$ cat src/rtl/modulo_controlador_estoque_rolhas.sv
// Stopper reservoir controller: tracks stock, grants/refuses requests, runs refill batches.
// Latency: one cycle from input edge to registered outputs; no backpressure, excess entradas are dropped.
module modulo_controlador_estoque_rolhas #(
   parameter int LARGURA        = 7,
   parameter int CAPACIDADE     = 100,
   parameter int LIMIAR_BAIXO   = 10,
   parameter int LOTE_REPOSICAO = 20,
   parameter int MODO_AUTO      = 0
) (
   input  logic               clk,
   input  logic               rst_n,
   input  logic               pedido_rolha,
   input  logic               entrada_rolha,
   input  logic               req_repor,
   input  logic               cancelar_repor,
   output logic [LARGURA-1:0] qtd_rolhas,
   output logic               concede_rolha,
   output logic               falta_rolha,
   output logic               aus_rolhas,
   output logic               estoque_baixo,
   output logic               repondo,
   output logic               repos_concluida
);

   typedef enum logic {OCIOSO, REPONDO} estado_t;

   localparam logic [LARGURA-1:0] CAP       = LARGURA'(CAPACIDADE);
   localparam logic [LARGURA-1:0] LIM       = LARGURA'(LIMIAR_BAIXO);
   localparam logic [LARGURA-1:0] LIM_ACIMA = LARGURA'(LIMIAR_BAIXO + 1);
   localparam logic [LARGURA-1:0] LOTE      = LARGURA'(LOTE_REPOSICAO);
   localparam logic [LARGURA-1:0] UM        = LARGURA'(1);
   localparam logic [LARGURA-1:0] ZERO      = '0;

   estado_t            estado, estado_prox;
   logic [LARGURA-1:0] qtd, qtd_prox;
   logic [LARGURA-1:0] restante, restante_prox;
   logic               concede, concede_prox;
   logic               falta, falta_prox;
   logic               concluida, concluida_prox;
   logic               cruzou, cruzou_prox;

   logic               concede_ok;
   logic               aceita;
   logic [LARGURA-1:0] espaco;
   logic [LARGURA-1:0] carga;
   logic               disparo;

   always_ff @(posedge clk or negedge rst_n) begin
      if (!rst_n) begin
         estado    <= OCIOSO;
         qtd       <= ZERO;
         restante  <= ZERO;
         concede   <= 1'b0;
         falta     <= 1'b0;
         concluida <= 1'b0;
         cruzou    <= 1'b0;
      end else begin
         estado    <= estado_prox;
         qtd       <= qtd_prox;
         restante  <= restante_prox;
         concede   <= concede_prox;
         falta     <= falta_prox;
         concluida <= concluida_prox;
         cruzou    <= cruzou_prox;
      end
   end

   always_comb begin
      estado_prox    = estado;
      qtd_prox       = qtd;
      restante_prox  = restante;
      concede_prox   = 1'b0;
      falta_prox     = 1'b0;
      concluida_prox = 1'b0;

      concede_ok = pedido_rolha && (qtd != ZERO);
      aceita     = (estado == REPONDO) && entrada_rolha && (qtd < CAP);
      espaco     = CAP - qtd;
      carga      = (LOTE < espaco) ? LOTE : espaco;
      disparo    = (MODO_AUTO != 0) && cruzou;

      concede_prox = concede_ok;
      falta_prox   = pedido_rolha && (qtd == ZERO);

      // A simultaneous grant and accepted delivery cancel out on the count
      case ({aceita, concede_ok})
         2'b10:   qtd_prox = qtd + UM;
         2'b01:   qtd_prox = qtd - UM;
         default: qtd_prox = qtd;
      endcase

      case (estado)
         OCIOSO: begin
            if ((req_repor || disparo) && (qtd < CAP)) begin
               estado_prox   = REPONDO;
               restante_prox = carga;
            end
         end
         REPONDO: begin
            if (cancelar_repor) begin
               estado_prox   = OCIOSO;
               restante_prox = ZERO;
            end else if (aceita) begin
               restante_prox = restante - UM;
               if ((restante == UM) || (qtd_prox == CAP)) begin
                  estado_prox    = OCIOSO;
                  restante_prox  = ZERO;
                  concluida_prox = 1'b1;
               end
            end
         end
         default: begin
            estado_prox   = OCIOSO;
            restante_prox = ZERO;
         end
      endcase

      // Only the downward step into the low band arms the automatic refill
      cruzou_prox = (qtd == LIM_ACIMA) && (qtd_prox == LIM);
   end

   assign qtd_rolhas      = qtd;
   assign concede_rolha   = concede;
   assign falta_rolha     = falta;
   assign repos_concluida = concluida;
   assign aus_rolhas      = (qtd == ZERO);
   assign estoque_baixo   = (qtd <= LIM);
   assign repondo         = (estado == REPONDO);

endmodule

$ cat config.mk
export PLATFORM = sky130hd
export DESIGN_NAME = modulo_controlador_estoque_rolhas
export DESIGN_NICKNAME = d
export VERILOG_FILES = /design/src/rtl/modulo_controlador_estoque_rolhas.sv
export SDC_FILE = /design/constraint.sdc
export NUM_CORES = 1
export LEC_CHECK = 0
export BUFFER_PORTS_ARGS = -buffer_cell sky130_fd_sc_hd__buf_2
export CORE_MARGIN = 8
export CORE_UTILIZATION = 65
export CTS_BUF_LIST = sky130_fd_sc_hd__clkbuf_2 sky130_fd_sc_hd__clkbuf_4 sky130_fd_sc_hd__clkbuf_8
export DETAILED_ROUTE_END_ITERATION = 12
export GPL_TIMING_DRIVEN = 0
export PLACE_DENSITY = 0.89
export SYNTH_ARGS = -nofsm -noshare
export SYNTH_HDL_FRONTEND = slang
export SYNTH_SLANG_ARGS = --single-unit
$ cat constraint.sdc
create_clock -name clk -period 8.16 [get_ports clk]
set_clock_uncertainty 0.1 [all_clocks]
set_input_delay 0.816 -clock clk [delete_from_list [all_inputs] [get_ports clk]]
set_output_delay 0.816 -clock clk [all_outputs]
set_load 0.01 [all_outputs]
==> key figures, run 1 <==
Logic synthesis
  – Ys flop type: dfrtp_1
  – Post-Syn Instances: 190
  – Post-Syn Nets: 203
  – Mapped Area: 0.001593 mm²
  – Area leader, netlist: dfrtp_1
  – Library cells used by synthesis: 56
  – #FFs+latches synth: 18
  – Count leader, synth: dfrtp_1
  – Post-synth EDFFs: 0
  – Post-synth top cells: dfrtp_1, inv_1, a21oi_1
  – Synth Area per Inst: 8.383 µm²
  – Seq/Total Area, Yosys: roughly 28%
  – Top-area cell type share of the netlist area: between 20 and 30%
  – Synth area leaders: dfrtp_1, ha_1, a21oi_1, o21ai_0, inv_1
  – Ys async rst share: 100.0%
  – Ys Warns: 0

Clock network
  – Total CTS buffers: 3
  – Hold_buf cts: 0
  – Bufs on Longest Clock Path: 2
  – Clock tree from TritonCTS: built
  – Post-CTS Setup Bufs: 0
  – H-tree depth: 1
  – Skew-Pair Late Insertion Delay: 0.30 ns
  – Clock root cell: clkbuf_4
  – Post_cts resized: 0
  – CTS Sinks: 18
  – Reg clk slew, reported paths: 0.11 ns

Critical path
  – WP data arrival: roughly 5.4 ns
  – CP top delay family: compound AO/OA/AOI/OAI gates
  – Crit-path max FO: 10
  – CP endpoint kind: flop
  – CP max-delay cell: a211oi_4
  – Worst R2R End: restante[4]$_DFFE_PN0P_
  – R2r startpoint: qtd_rolhas[0]$_DFF_PN0_
  – Crit-path max cell delay: 0.46 ns
  – Critical path class: flop to flop
  – CP dominant cell by count: ha_1
  – Cell Chain, Critical Path: clkbuf_1 > inv_1 > ha_1 > o31a_1 > o311ai_1 > and2_1 > nand2_1 > ha_1 > buf_6 > buf_6 > xor2_1 > ha_1 > or3_1 > a21oi_2 > a211oi_1 > a2111oi_4 > nor4b_4 > a211oi_4 > nand3b_2 > o221ai_2
  – Setup crit start kind: flop
  – Reg2Reg Setup Slack: ~2.9 ns
  – Worst r2r path cells: 20
  – WP buf/inv: 4
  – CP required: 8.29 ns

Layout
  – Finished Core Util: 72.90%
  – Share of cells above drive strength 1: between 10% and 20%
  – ANT cells: 0
  – NumNets Final: 226
  – Syn-to-layout area delta: 10.29%
  – Seq. cell area: 450.4 µm²
  – Area of the multi-input gates: ~0.0010 mm²
  – Fillers: 188

Placed design
  – DP Worst Slack: 2.983 ns
  – Port-buffer cells: 18
  – HPWL Detailed: 2927 µm
  – Gp weighted congestion: between 0.9 and 1

Global routing
  – Number of global-route vias before repair: 1464
  – Tot GR Track Use: 18.97%
  – Remaining Overflow, GRT: 0
  – First-pass GRT wire length: roughly 6700 µm
  – Largest net degree at the start of global routing: 19
  – Initial antenna violation count: 0

STA
  – Fin Setup TNS: 0 ns
  – Final Slew Violations: 0
  – RSZ-0062 raised after global routing: false
  – Maximum clock frequency: between 150 and 200 MHz
  – Final setup vio count: 0
  – Hold Worst Slack: 0.3263 ns
  – Final hold violations: 0
  – Worst-Margin Slew: 0.5346 ns
  – Normalized max-slew margin: 64.23%
  – Final Cycle Share: 64.68%
  – Setup ws final: 2.882 ns
  – Fin crit period: between 5 and 6 ns

Route
  – Via/cell ratio: around 6.3
  – Post-route DRC: 0
  – WL final: 3876 µm
  – 1st-pass router iterations: 4
  – DR iter-0 viols: roughly 110
  – Remaining antenna violation count: 0
  – WL per Instance: 16.02 µm
  – Total via count in the routed design: 1533

Power
  – Combinational share of power: 70.6%
  – Static Leak: 0.7671 nW
  – Sw Ratio: about half
  – VDD IR max: roughly 0.00032 V
  – Pint: 0.3665 mW
  – Switching Power: ~0.38 mW
  – Total power: approximately 0.75 mW
  – Seq pwr share: 21.6%
  – Power Density: about 430 mW/mm²
  – Clock network power share: 7.8%

Run
  – Max-cap violations: 0

Floorplan
  – Core area: ~0.0024 mm²
  – Die Y-Extent: 65.50 µm
  – Std-Cell Rows: 18
  – Starting Density: between 60% and 70%
  – Die width: 65.50 µm
  – Top Ports: 19
  – DIE AREA: 0.004290 mm²

Min path
  – Worst hold path type: input port to async pin

Status
  – Outcome: complete, no violations
[registers in the layout, summed over array words and instances (netlist names)]
register,cells
falta_rolha,1
restante,7
qtd_rolhas,7
repos_concluida,1
concede_rolha,1
repondo,1
[worst max-delay path by stage]
| stage | from | to | slack [ns] | depth (start not counted) |
|---|---|---|---|---|
| floorplan | qtd_rolhas[0]$_DFF_PN0_ | restante[4]$_DFFE_PN0P_ | 3.60 | 20 |
| global placement | qtd_rolhas[0]$_DFF_PN0_ | restante[4]$_DFFE_PN0P_ | 3.17 | 20 |
| detailed placement | qtd_rolhas[0]$_DFF_PN0_ | restante[4]$_DFFE_PN0P_ | 2.98 | 20 |
| CTS | qtd_rolhas[0]$_DFF_PN0_ | restante[4]$_DFFE_PN0P_ | 2.93 | 20 |
| global route | qtd_rolhas[0]$_DFF_PN0_ | restante[0]$_DFFE_PN0P_ | 2.50 | 20 |
| finish | qtd_rolhas[0]$_DFF_PN0_ | restante[4]$_DFFE_PN0P_ | 2.88 | 20 |
[per-stage QoR]
stage	area, µm²	cells
CTS	1757	242
global placement	1720	238
finish	1757	242
global route	1757	242
floorplan	1593	190
detailed placement	1720	238
[cells by family after synthesis]
logic type | after synthesis | share of synthesized area [%]
adder cells (fa/ha/maj) | 7 | 5.499
AND/OR/NAND/NOR | 70 | 26.39
AO/OA/AOI/OAI | 57 | 25.53
XOR/XNOR | 10 | 5.499
flip-flops | 18 | 28.28
multiplexers | 2 | 1.335
buffers and inverters | 26 | 7.462
[layer usage]
layer | track usage, % | vias to the layer above | part of all wire, %
met3 | 4.082 | 7 | 9.1
met4 | 5.995 | 0 | 0.98
met5 | 0 | - | 0
li1 | - | 725 | -
met1 | 23.08 | 732 | 41
met2 | 32.47 | 69 | 49
[power by group through the flow]
stage	logic, mW	registers (mW)	clock network (mW)
3_5_place_dp	0.518	0.163	0
6_report	0.529	0.162	0.0583
4_1_cts	0.522	0.162	0.0584
5_1_grt	0.583	0.169	0.0622
2_1_floorplan	0.399	0.165	0
3_3_place_gp	0.496	0.159	0
[cell usage in the layout (no fill, tap or decap), drive strengths merged, types with 2 or more instances in the layout]
cell type and count:
nor4b 3, o22ai 5, o221ai 2, o211ai 2, a21oi 15, buf 25
xor2 5, or2 3, nand3b 3, nand2b 7, or3 2, a2111oi 2
inv 15, nor3 3, nor2 12, o21ai 15, and2 2, clkbuf 8
nor2b 7, a22oi 4, dfrtp 18, a211oi 2, nand4b 2, and3b 2
nand2 12, xnor2 5, nand3 5, ha 7
[layout make-up]
class                           count  area share (%)
Multi-Input combinational cell    146           58.26
Timing Repair Buffer               18           5.128
Sequential cell                    18           25.64
Inverter                           15           3.205
Tap cell                           30           2.137
Clock buffer                        4           2.066
Buffer                             11           3.561
(Power assumes the default switching activity.)
==> inputs of run 2 (changes only) <==
- CORE_UTILIZATION: 65 -> 60
- PLACE_DENSITY: 0.89 -> 0.83
- clock period: 8.16 -> 4.9 ns (I/O delays scaled with it)
==> run 2 against run 1 <==
- routed wire length increased by 1.3%
- via count shrank 2.4%
- maximum frequency up 13%
- critical path type unchanged
- design area rose by 3.8%
- largest power group unchanged
- combinational power grew 81%
- non-clock buffer count up 5
- global-route usage fell by 1.4 points
- clock power up 38%
- worst hold slack got worse by 0.32 ns
- setup slack worse by 2.7 ns
==> key figures, run 2 (synthesis results as in run 1) <==
Layout
  – Share of cells above drive strength 1: 24.54% (was 19.34%)
  – NumNets Final: 231 (was 226)
  – Finished Core Util: 72.92% (was 72.90%)
  – Fillers: 181 (was 188)
  – Syn-to-layout area delta: 14.45% (was 10.29%)
  – ANT cells: 0 (unchanged)
  – Design Area, Final: 0.001823 mm² (was 0.001757 mm²)
  – Most common cell after layout, fill and taps aside: buf_2 (unchanged)
  – Non-Filler Instances: 246 (was 242)
  – Most frequent cells in the layout: buf_2, dfrtp_1, inv_1 (unchanged)

Placed design
  – Gp weighted congestion: 0.9564 (was 0.9558)
  – DP Worst Slack: -0.2300 ns (was 2.983 ns)
  – Post-DP Area: 0.001720 mm² (unchanged)
  – Port-buffer cells: 18 (unchanged)
  – HPWL Detailed: 2859 µm (was 2927 µm)
  – Post-Place Cells: 238 (unchanged)

Global routing
  – Tot GR Track Use: 17.55% (was 18.97%)
  – Initial antenna violation count: 0 (unchanged)
  – Remaining Overflow, GRT: 0 (unchanged)
  – Largest net degree at the start of global routing: 19 (unchanged)
  – First-pass GRT wire length: 6258 µm (was 6679 µm)
  – Number of global-route vias before repair: 1387 (was 1464)

Critical path
  – Reg2Reg Setup Slack: 0.22 ns (was 2.88 ns)
  – Critical path class: flop to flop (unchanged)
  – Worst r2r path cells: 21 (was 20)
  – CP endpoint kind: flop (unchanged)
  – CP required: 5.04 ns (was 8.29 ns)
  – Crit-path max FO: 10 (unchanged)
  – Worst Setup SP: qtd_rolhas[0]$_DFF_PN0_ (unchanged)
  – Setup crit start kind: flop (unchanged)
  – R2r startpoint: qtd_rolhas[0]$_DFF_PN0_ (unchanged)
  – WP data arrival: 4.82 ns (was 5.41 ns)

Clock network
  – Hold_buf cts: 0 (unchanged)
  – Clock tree from TritonCTS: built (unchanged)
  – Skew-Pair Late Insertion Delay: 0.31 ns (was 0.30 ns)
  – Total CTS buffers: 3 (unchanged)
  – Clock root cell: clkbuf_4 (unchanged)
  – Reg clk slew, reported paths: 0.11 ns (about the same)
  – H-tree depth: 1 (unchanged)
  – CTS Sinks: 18 (unchanged)
  – Bufs on Longest Clock Path: 2 (unchanged)

STA
  – Setup ws final: 0.2237 ns (was 2.882 ns)
  – Normalized max-slew margin: 64.41% (was 64.23%)
  – Final Cycle Share: 95.43% (was 64.68%)
  – Maximum clock frequency: 213.8 MHz (was 189.5 MHz)
  – Hold Worst Slack: 0.006449 ns (was 0.3263 ns)
  – Final setup vio count: 0 (unchanged)
  – Final Slew Violations: 0 (unchanged)
  – Fin crit period: 4.676 ns (was 5.278 ns)
  – Fin Setup TNS: 0 ns (unchanged)
  – Worst-Margin Slew: 0.5319 ns (was 0.5346 ns)
  – Final hold violations: 0 (unchanged)

Route
  – Total via count in the routed design: 1496 (was 1533)
  – DR iter-0 viols: 97 (was 109)
  – Via/cell ratio: 6.081 (was 6.335)
  – 1st-pass router iterations: 4 (unchanged)
  – Remaining antenna violation count: 0 (unchanged)
  – WL per Instance: 15.97 µm (was 16.02 µm)
  – WL final: 3928 µm (was 3876 µm)
  – Post-route DRC: 0 (unchanged)

Floorplan
  – Die Y-Extent: 67.53 µm (was 65.50 µm)
  – Core area: 0.002500 mm² (was 0.002410 mm²)
  – Starting Density: 63.71% (was 66.10%)
  – DIE AREA: 0.004560 mm² (was 0.004290 mm²)
  – Top Ports: 19 (unchanged)
  – Die width: 67.53 µm (was 65.50 µm)
  – Std-Cell Rows: 18 (unchanged)

Power
  – Clock network power share: 6.2% (was 7.8%)
  – Sw Ratio: 50.70% (was 51.09%)
  – Combinational share of power: 73.5% (was 70.6%)
  – Power Density: 716.1 mW/mm² (was 426.6 mW/mm²)
  – Seq pwr share: 20.3% (was 21.6%)
  – Total power: 1.305 mW (was 0.7494 mW)
  – Pint: 0.6436 mW (was 0.3665 mW)
  – Switching Power: 0.6619 mW (was 0.3829 mW)
  – Static Leak: 0.7932 nW (was 0.7671 nW)
  – VDD IR max: 0.0005233 V (was 0.0003158 V)

Min path
  – Worst hold path type: input port to async pin (unchanged)

Status
  – Outcome: complete, no violations (unchanged)

Run
  – Max-cap violations: 0 (unchanged)
## run 2: what timing repair did
action	in CTS	in global routing
buffers inserted	2	3
hold endpoints to repair	0	0
gates resized for setup	3	11
pin swaps	1	4
setup endpoints to repair	7	9
## run 2: cell type report
type	count	area [µm²]	share of cell area (%)
well taps	30	37.54	2.059
repair buffers	23	127.6	7.001
plain buffers	11	73.82	4.049
clock buffers	3	22.52	1.235
inverters	15	56.30	3.089
flip-flops and latches	18	451.7	24.78
multi-input cells	146	1054	57.79
## run 2: critical path: stages (launching register included)
cell       delay (ns)
dfrtp_1          0.41
buf_6            0.16
inv_1            0.11
ha_2             0.25
o31a_1           0.30
o311ai_2         0.26
and2_1           0.20
nand2_1          0.13
ha_1             0.22
buf_6            0.14
buf_6            0.14
xor2_1           0.14
ha_1             0.21
or3_1            0.33
a21oi_2          0.22
a211oi_1         0.10
a2111oi_4        0.31
nor4b_4          0.12
a211oi_4         0.36
buf_4            0.19
a21oi_1          0.06
o22ai_1          0.14
## run 2: metal layers
layer	track usage (%)	wire, µm	vias to the layer above
li1	-	-	731
met1	22.21	1786	702
met2	28.17	1823	58
met3	3.642	265	5
met4	7.572	53	0
met5	0	0	-
## run 2: power by group through the flow
stage          Sequential (mW)  Clock [mW]  Combinational (mW)
4_1_cts                  0.267      0.0794               0.885
5_1_grt                  0.276      0.0860                1.05
3_3_place_gp             0.265           0               0.835
2_1_floorplan            0.275           0               0.664
6_report                 0.265      0.0807               0.960
3_5_place_dp             0.270           0               0.867
## run 2: worst paths after layout
kind | endpoint
max | restante[5]$_DFFE_PN0P_
min | repos_concluida$_DFF_PN0_
max reg2reg | restante[5]$_DFFE_PN0P_
min reg2reg | restante[5]$_DFFE_PN0P_
max in group asynchronous | qtd_rolhas[1]$_DFF_PN0_
min in group clk | repos_concluida$_DFF_PN0_
